## src/rtl/fsl_to_stream.sv

```systemverilog
// fsl_to_stream: return path from the FSL compute core to the host stream.
//   Packs five 32-bit FSL result words (MS word first) into a 160-bit record,
//   queues records in a DEPTH-entry FIFO and sends each one as two tagged
//   128-bit words: bit127=0 carries rec[63:0], bit127=1 carries rec[159:64].
//   The FSL side cannot be stalled. A record that completes while the FIFO is
//   full is dropped and counted.
// Ports:
//   clk, rst        core clock; synchronous active-low reset
//   fsl_data/valid  incoming FSL result words
//   resync          discard the partial record; the next word is word 0
//   s1o_*           valid/ready output stream, registered, held until accepted
//   rec_count       records fully emitted (HI word accepted), wraps
//   drop_count      records dropped on full FIFO, saturating
//   overflow        sticky, set on the first drop
//   fifo_level      records held in the FIFO (not counting the output register)
module fsl_to_stream #(
  parameter int DEPTH  = 16,
  parameter int DROP_W = 16
) (
  input  logic                     clk,
  input  logic                     rst,
  input  logic [31:0]              fsl_data,
  input  logic                     fsl_valid,
  input  logic                     resync,
  output logic                     s1o_valid,
  input  logic                     s1o_rdy,
  output logic [127:0]             s1o_data,
  output logic [31:0]              rec_count,
  output logic [DROP_W-1:0]        drop_count,
  output logic                     overflow,
  output logic [$clog2(DEPTH):0]   fifo_level
);
  localparam int AW = $clog2(DEPTH);

  typedef enum logic [1:0] {IDLE, LO, HI} state_e;

  state_e            state_q, state_d;
  logic [2:0]        idx_q, idx_d;
  logic [159:0]      sr_q, sr_d;
  logic [159:0]      mem_q [DEPTH];
  logic [AW-1:0]     wptr_q, wptr_d, rptr_q, rptr_d;
  logic [AW:0]       level_q, level_d;
  logic [95:0]       out_hi_q, out_hi_d;
  logic              valid_q, valid_d;
  logic [127:0]      data_q, data_d;
  logic [31:0]       rec_count_q, rec_count_d;
  logic [DROP_W-1:0] drop_count_q, drop_count_d;
  logic              overflow_q, overflow_d;

  logic [159:0] push_rec, head;
  logic         rec_done, full, push, pop;

  assign push_rec = {sr_q[127:0], fsl_data};
  assign head     = mem_q[rptr_q];
  // resync wins over a word arriving in the same cycle
  assign rec_done = fsl_valid && !resync && (idx_q == 3'd4);
  // registered level: a pop in the same cycle cannot make room
  assign full     = (level_q == (AW+1)'(DEPTH));
  assign push     = rec_done && !full;

  always_comb begin
    idx_d        = idx_q;
    sr_d         = sr_q;
    state_d      = state_q;
    out_hi_d     = out_hi_q;
    valid_d      = valid_q;
    data_d       = data_q;
    rec_count_d  = rec_count_q;
    drop_count_d = drop_count_q;
    overflow_d   = overflow_q;
    pop          = 1'b0;

    if (resync) begin
      idx_d = 3'd0;
    end else if (fsl_valid) begin
      sr_d  = push_rec;
      idx_d = (idx_q == 3'd4) ? 3'd0 : idx_q + 3'd1;
    end

    if (rec_done && full) begin
      overflow_d = 1'b1;
      if (drop_count_q != '1) drop_count_d = drop_count_q + DROP_W'(1);
    end

    case (state_q)
      IDLE: begin
        valid_d = 1'b0;
        data_d  = '0;
        if (level_q != '0) begin
          pop      = 1'b1;
          out_hi_d = head[159:64];
          data_d   = {1'b0, 63'h0, head[63:0]};
          valid_d  = 1'b1;
          state_d  = LO;
        end
      end
      LO: begin
        if (s1o_rdy) begin
          data_d  = {1'b1, 31'h0, out_hi_q};
          state_d = HI;
        end
      end
      HI: begin
        if (s1o_rdy) begin
          rec_count_d = rec_count_q + 32'd1;
          // back-to-back records: load the next LO word without an idle cycle
          if (level_q != '0) begin
            pop      = 1'b1;
            out_hi_d = head[159:64];
            data_d   = {1'b0, 63'h0, head[63:0]};
            state_d  = LO;
          end else begin
            valid_d = 1'b0;
            data_d  = '0;
            state_d = IDLE;
          end
        end
      end
      default: begin
        valid_d = 1'b0;
        data_d  = '0;
        state_d = IDLE;
      end
    endcase

    wptr_d  = wptr_q + AW'(push);
    rptr_d  = rptr_q + AW'(pop);
    level_d = level_q;
    case ({push, pop})
      2'b10:   level_d = level_q + (AW+1)'(1);
      2'b01:   level_d = level_q - (AW+1)'(1);
      default: level_d = level_q;
    endcase
  end

  always_ff @(posedge clk) begin
    if (!rst) begin
      state_q      <= IDLE;
      idx_q        <= '0;
      sr_q         <= '0;
      wptr_q       <= '0;
      rptr_q       <= '0;
      level_q      <= '0;
      out_hi_q     <= '0;
      valid_q      <= 1'b0;
      data_q       <= '0;
      rec_count_q  <= '0;
      drop_count_q <= '0;
      overflow_q   <= 1'b0;
    end else begin
      state_q      <= state_d;
      idx_q        <= idx_d;
      sr_q         <= sr_d;
      wptr_q       <= wptr_d;
      rptr_q       <= rptr_d;
      level_q      <= level_d;
      out_hi_q     <= out_hi_d;
      valid_q      <= valid_d;
      data_q       <= data_d;
      rec_count_q  <= rec_count_d;
      drop_count_q <= drop_count_d;
      overflow_q   <= overflow_d;
    end
  end

  // Storage only; emptiness is carried by the reset pointers and level.
  always_ff @(posedge clk) begin
    if (push) mem_q[wptr_q] <= push_rec;
  end

  assign s1o_valid  = valid_q;
  assign s1o_data   = data_q;
  assign rec_count  = rec_count_q;
  assign drop_count = drop_count_q;
  assign overflow   = overflow_q;
  assign fifo_level = level_q;
endmodule

```

## config.mk

```make
export PLATFORM = sky130hd
export DESIGN_NAME = fsl_to_stream
export DESIGN_NICKNAME = d
export VERILOG_FILES = /design/src/rtl/fsl_to_stream.sv
export SDC_FILE = /design/constraint.sdc
export NUM_CORES = 2
export LEC_CHECK = 0
export ABC_AREA = 1
export ABC_CLOCK_PERIOD_IN_PS = 9100
export BUFFER_PORTS_ARGS = -buffer_cell sky130_fd_sc_hd__buf_2
export CORE_MARGIN = 8
export CORE_UTILIZATION = 43
export DETAILED_ROUTE_END_ITERATION = 16
export SYNTH_ARGS = -nofsm -noshare
export SYNTH_HDL_FRONTEND = slang
export SYNTH_SLANG_ARGS = --single-unit
```

## constraint.sdc

```tcl
create_clock -name clk -period 9.1 [get_ports clk]
set_input_delay 0.455 -clock clk [delete_from_list [all_inputs] [get_ports clk]]
set_output_delay 0.455 -clock clk [all_outputs]
set_load 0.05 [all_outputs]
```

# Yosys cells after proc, flatten, opt, wreduce, memory -nomap -nowiden
# Memory sizes are Yosys's and may differ from the RTL's. A register that Yosys moved wholly into a read port is not among the register bits.
# Index checks and enable logic that the tools add are counted.
totals:
  input_bits: 37
  out_inout_bits: 183
  elab_cells: 75
  reg_bits: 420
  mem_bits_rw: 2560
  n_memories: 1
op_classes:
  muxes: 23
  n_addsub: 7
  n_bitwise: 3
  reduce_logical: 18
  eq_ne: 11
memory_table:
  columns: ["name", "depth", "width", "rd", "rd_clocked_by_memory_dff", "write_ports", "line_no", "text"]
  rows:
  - ["mem_q", 16, 160, 1, 1, 1, "40", "logic [159:0] mem_q [DEPTH];"]
ops:
  columns: ["operator", "count"]
  rows:
  - ["one-hot mux 128 bit (3 select lines)", 1]
  - ["two-way mux 128 bit", 2]
  - ["two-way mux 96 bit", 2]
  - ["one-hot mux 96 bit (2 select lines)", 1]
  - ["two-way mux 64 bit", 1]
  - ["adder 32 x 1 -> 32 bit, second input constant", 1]
  - ["adder 16 x 1 -> 16 bit, second input constant", 1]
  - ["inequality test 16 bit, second input constant", 1]
  - ["one-hot mux 5 bit (2 select lines)", 1]
  - ["AND reduction 2 bit", 5]
  - ["adder 4 x 1 -> 4 bit", 2]
  - ["inequality test 2 bit, second input constant", 4]
  - ["two-way mux 1 bit", 7]
  - ["two-way mux 2 bit", 3]
  - ["one-hot mux 2 bit (3 select lines)", 1]
  - ["AND reduction 3 bit", 2]
  - ["adder 5 x 1 -> 5 bit, second input constant", 1]
  - ["== test 5 bit, second input constant", 1]
  - ["nonzero test 5 bit", 1]
  - ["subtractor 5 x 1 -> 5 bit, second input constant", 1]
  - ["== test 2 x 1 -> 1 bit, second input constant", 2]
  - ["== test 2 bit, second input constant", 2]
  - ["logical AND 1 bit", 4]
  - ["two-way mux 4 bit", 1]
  - ["other kinds (10)", 14]

# Depth between registers and ports, before layout
logic_depth:
  word_depth: 6
  ltp_mapped: 18
  ltp_nobuf: 17

# Worst setup path after synthesis
# OpenSTA, ideal clock, no wires.
synth_path:
  kind: "reg2reg"
  from: "register level_q[3], in the netlist fifo_level[3]"
  to: "memory mem_q[10][0], enable pin"
  n_path_buf: 0
  stages_incl_launch_ff: 7
  synth_period_minus_slack_ps: 8644
  setup_ps: 683
  arrival_ps: 7962
  path_slack_ps: 456
  cell_sequence: "dfxtp_1 inv_1 nand4_1 nand2_1 inv_1 nand3_1 nor2_1"
synth_between:
  elab_chain_len: 5
synth_rtl:
  columns: ["element", "line_no", "text"]
  rows:
  - ["from (decl)", "42", "logic [AW:0] level_q, level_d;"]
  - ["from (signal assigned)", "156", "level_q <= level_d;"]
  - ["== test 5 bit", "58", "assign full = (level_q == (AW+1)'(DEPTH));"]
  - ["zero test 1 bit", "59", "assign push = rec_done && !full;"]
  - ["logical AND 1 bit", "59", null]
  - ["two-way mux 1 bit", "168", "if (push) mem_q[wptr_q] <= push_rec;"]
  - ["two-way mux 1 bit (not written as such)", "168", null]
  - ["to (decl)", "40", null]
# Every way passes these cells.

==> results.tsv <==
stage	metric	value	unit
run_status	outcome	finished clean	
synth	synth unique cells	36	
timing	setup violators final	0	
cts	H-tree levels	5	
critical_path	CP dominant cell by count	nand2_1	
timing	RSZ-0062 raised after global routing	false	
cells_and_area	Final Non-Filler Cells	15060	
synth	post-synthesis cell count	11130	
timing	WHS	0.05912	ns
global_route	vias in the first global route	77910	
synth	cell taking the most area after synthesis	edfxtp_1	
timing	Achievable Freq	231.2	MHz
timing	final worst-path cycle share	0.4753	
drt	WL/cell	22.56	µm
power	Lkg Pwr	51.37	nW
floorplan	chip width	544.9	µm
cts	CTS tree	yes	
global_route	GRT Residual Overflow	0	
critical_path	crit-path max cell delay	0.90	ns
placed_design	Placed Instances	14490	
synth	Top FF cell, synth	edfxtp_1	
critical_path	CP Capture Type	flop	
floorplan	die area	296900	µm²
critical_path	worst path cell trace	buf_4 > buf_4 > buf_4 > nand2_1 > nand2_1 > nand2_1 > nand3_1 > nand3_1 > nand2_1 > nand2_1 > a21oi_1	
synth	synthesized area per cell	10.81	µm²
floorplan	Ports	220	
critical_path	Crit Path Class	flop to flop	
synth	synth warn	0	
drt	drt first pass iters	9	
cts	Clock transition at path regs	0.06	ns
cts	CTS Buf Count	297	
global_route	first-pass GRT wire length	503100	µm
drt	wire length on met2	165500	µm
drt	uppermost routed layer	met5	
cells_and_area	final instance area	133800	µm²
global_route	largest net degree at the start of global routing	251	
placed_design	Placer Congestion	0.7921	
global_route	GRT Util Overall	0.2216	
critical_path	Critical Path RT	9.88	ns
drt	iteration-0 DRC count of the detailed router	8537	
cts	Clock Path Buffers	4	
critical_path	CP max FO	85	
timing	Fin. Hold Viols	0	
drt	routed vias	81160	
timing	Max Slew Vio Count	0	
cts	total clock sinks	2949	
drt	DR vias/cell	5.390	
global_route	initial antenna violation count	9	
cts	worst skew pair latency	0.85	ns
synth	post-synthesis register bit count	2949	
cells_and_area	final core occ	0.4797	
cells_and_area	fillers	24580	
synth	Synth area leaders	edfxtp_1 64%, nand2_1 8.3%, nand3_1 6.6%	
placed_design	port bufs	188	
critical_path	crit path DAT	5.10	ns
synth	Post-Syn Area	120300	µm²
flow_run	Max Cap Violations	0	
floorplan	Initial Util	0.4313	
cells_and_area	NumNets Final	11150	
timing	worst clock skew	0.03964	ns
timing	worst rel slew slack	0.1284	
synth	Synth top area share	0.6390	
floorplan	Core Rows	194	
drt	# DRC	0	
timing	fin crit period	4.325	ns
placed_design	DP Area	123800	µm²
timing	setup TNS	0	ns
synth	number of synthesized flops with an enable pin	2560	
cells_and_area	area grow syn2layout	11.20	%
power	Max IR drop VDD	309.5	µV
timing	actual slew at the worst max-slew pin	1.304	ns
critical_path	crit path launch type	flop	
cts	root buffer cell	clkbuf_16	
power	power per cell area	275.5	nW/µm²
drt	Post-Route WL	339600	µm
drt	metal3 WL	25260	µm
synth	post-synthesis sequential area ratio	0.7037	
floorplan	die height	544.9	µm
placed_design	hpwl dp	164500	µm
synth	ys async rst share	0	
min_path	worst hold path class	primary input to flop	
floorplan	core area	278900	µm²
drt	post-route antenna net violation count	0	
drt	DRT met1 WL	138900	µm
critical_path	critical path's slowest cell	buf_4	
cells_and_area	share of cells above drive strength 1	0.06831	
repair_timing:
item                       CTS  global route
setup buffers                0             0
hold buffers                31             0
gates resized for setup      0             0
setup endpoints to repair    0             0
hold endpoints to repair   422             0
cell type report:
type | instances | area (µm²) | area share
antenna | 3 | 7.507 | 0.00005612
clock buffer | 414 | 8404 | 0.06282
multi-input combinational | 6532 | 28550 | 0.2134
clock inverter | 117 | 1295 | 0.009680
timing repair buffer | 332 | 2422 | 0.01811
inverter | 986 | 3760 | 0.02811
tap | 3724 | 4659 | 0.03483
sequential | 2949 | 84680 | 0.6330
per-layer routing:
| layer | global-route usage | up-vias |
|---|---|---|
| li1 | - | 37400 |
| met1 | 0.2938 | 40000 |
| met2 | 0.3805 | 3154 |
| met3 | 0.03103 | 593 |
| met4 | 0.06608 | 4 |
| met5 | 0 | - |
flip-flops by register name, summed over array words and instances, names as in the netlist, 4 cells and up:
name / count
out_hi_q: 96
s1o_data: 97
sr_q: 128
fifo_level: 5
rptr_q: 4
mem_q: 2560
rec_count: 32
drop_count: 16
wptr_q: 4
where the power goes:
part / internal, mW / leakage, nW / switching [mW]
Sequential: 15.1 / 27.1 / 0.576
Combinational: 2.34 / 19.5 / 6.58
Clock: 7.22 / 4.78 / 5.06
cells in the final DEF (no fill, tap or decap), drive strengths merged, types with 2 or more instances in the layout:
cell type,count
nand3,1593
edfxtp,2560
and2,2
dlygate4sd3,31
dfxtp,389
nor3b,2
nor3,12
nand2,2649
nand3b,6
xnor2,5
clkbuf,414
ha,11
nand4,12
clkinvlp,3
bufinv,27
diode,3
o21a,5
a21oi,276
o211ai,115
xor2,14
a211oi,2
clkinv,79
nor2,1172
o21ai,623
buf,301
inv,994
conb,31
cell usage after synthesis, types with 6 or more instances:
cell type  instances
nand3b_1           6
buf_6             53
inv_1            978
buf_2            215
clkbuf_1         245
nand2_1         2649
inv_2              6
buf_4             93
xor2_1            14
a21oi_1          276
o211ai_1         110
nand3_1         1593
edfxtp_1        2560
ha_1              11
buf_1             77
dfxtp_1          389
nor3_1            10
o21ai_1           63
nand4_1           12
o21ai_0          560
nor2_1          1171
logic make-up after synthesis:
| family | Yosys count | synth area share |
|---|---|---|
| AOI/OAI and AO/OA | 1023 | 0.04537 |
| adders and majority gates | 11 | 0.001144 |
| xor gates and xnor gates | 19 | 0.001383 |
| buffers and inverters | 1676 | 0.06100 |
| DFF | 2949 | 0.7037 |
| and+or+nand+nor | 5448 | 0.1873 |
| other | 1 | 0.00003117 |
final timing paths:
kind	from	endpoint	slack, ns	depth (start not counted)
max	rptr_q[0]	s1o_data[23]	4.77	11
min	fsl_data[2]	mem_q[6][2]	0.06	1
max reg2reg	rptr_q[0]	s1o_data[23]	4.77	11
min reg2reg	out_hi_q[83]	s1o_data[83]	0.46	2
critical path, delay by kind of cell, from the launching register on:
family,cells,cell delay (ns)
buffers and inverters,3,2.60
DFF,1,0.70
and+or+nand+nor,7,0.63
AOI/OAI and AO/OA,1,0.14
through the flow:
step                      power (mW)  setup WS (ns)
final                          36.85          4.775
after CTS                      37.02          4.864
after floorplan                22.15         0.4555
after global routing           38.48          4.462
after global placement         24.67          4.759
after detailed placement       24.78          4.705
(Power assumes the default switching activity.)
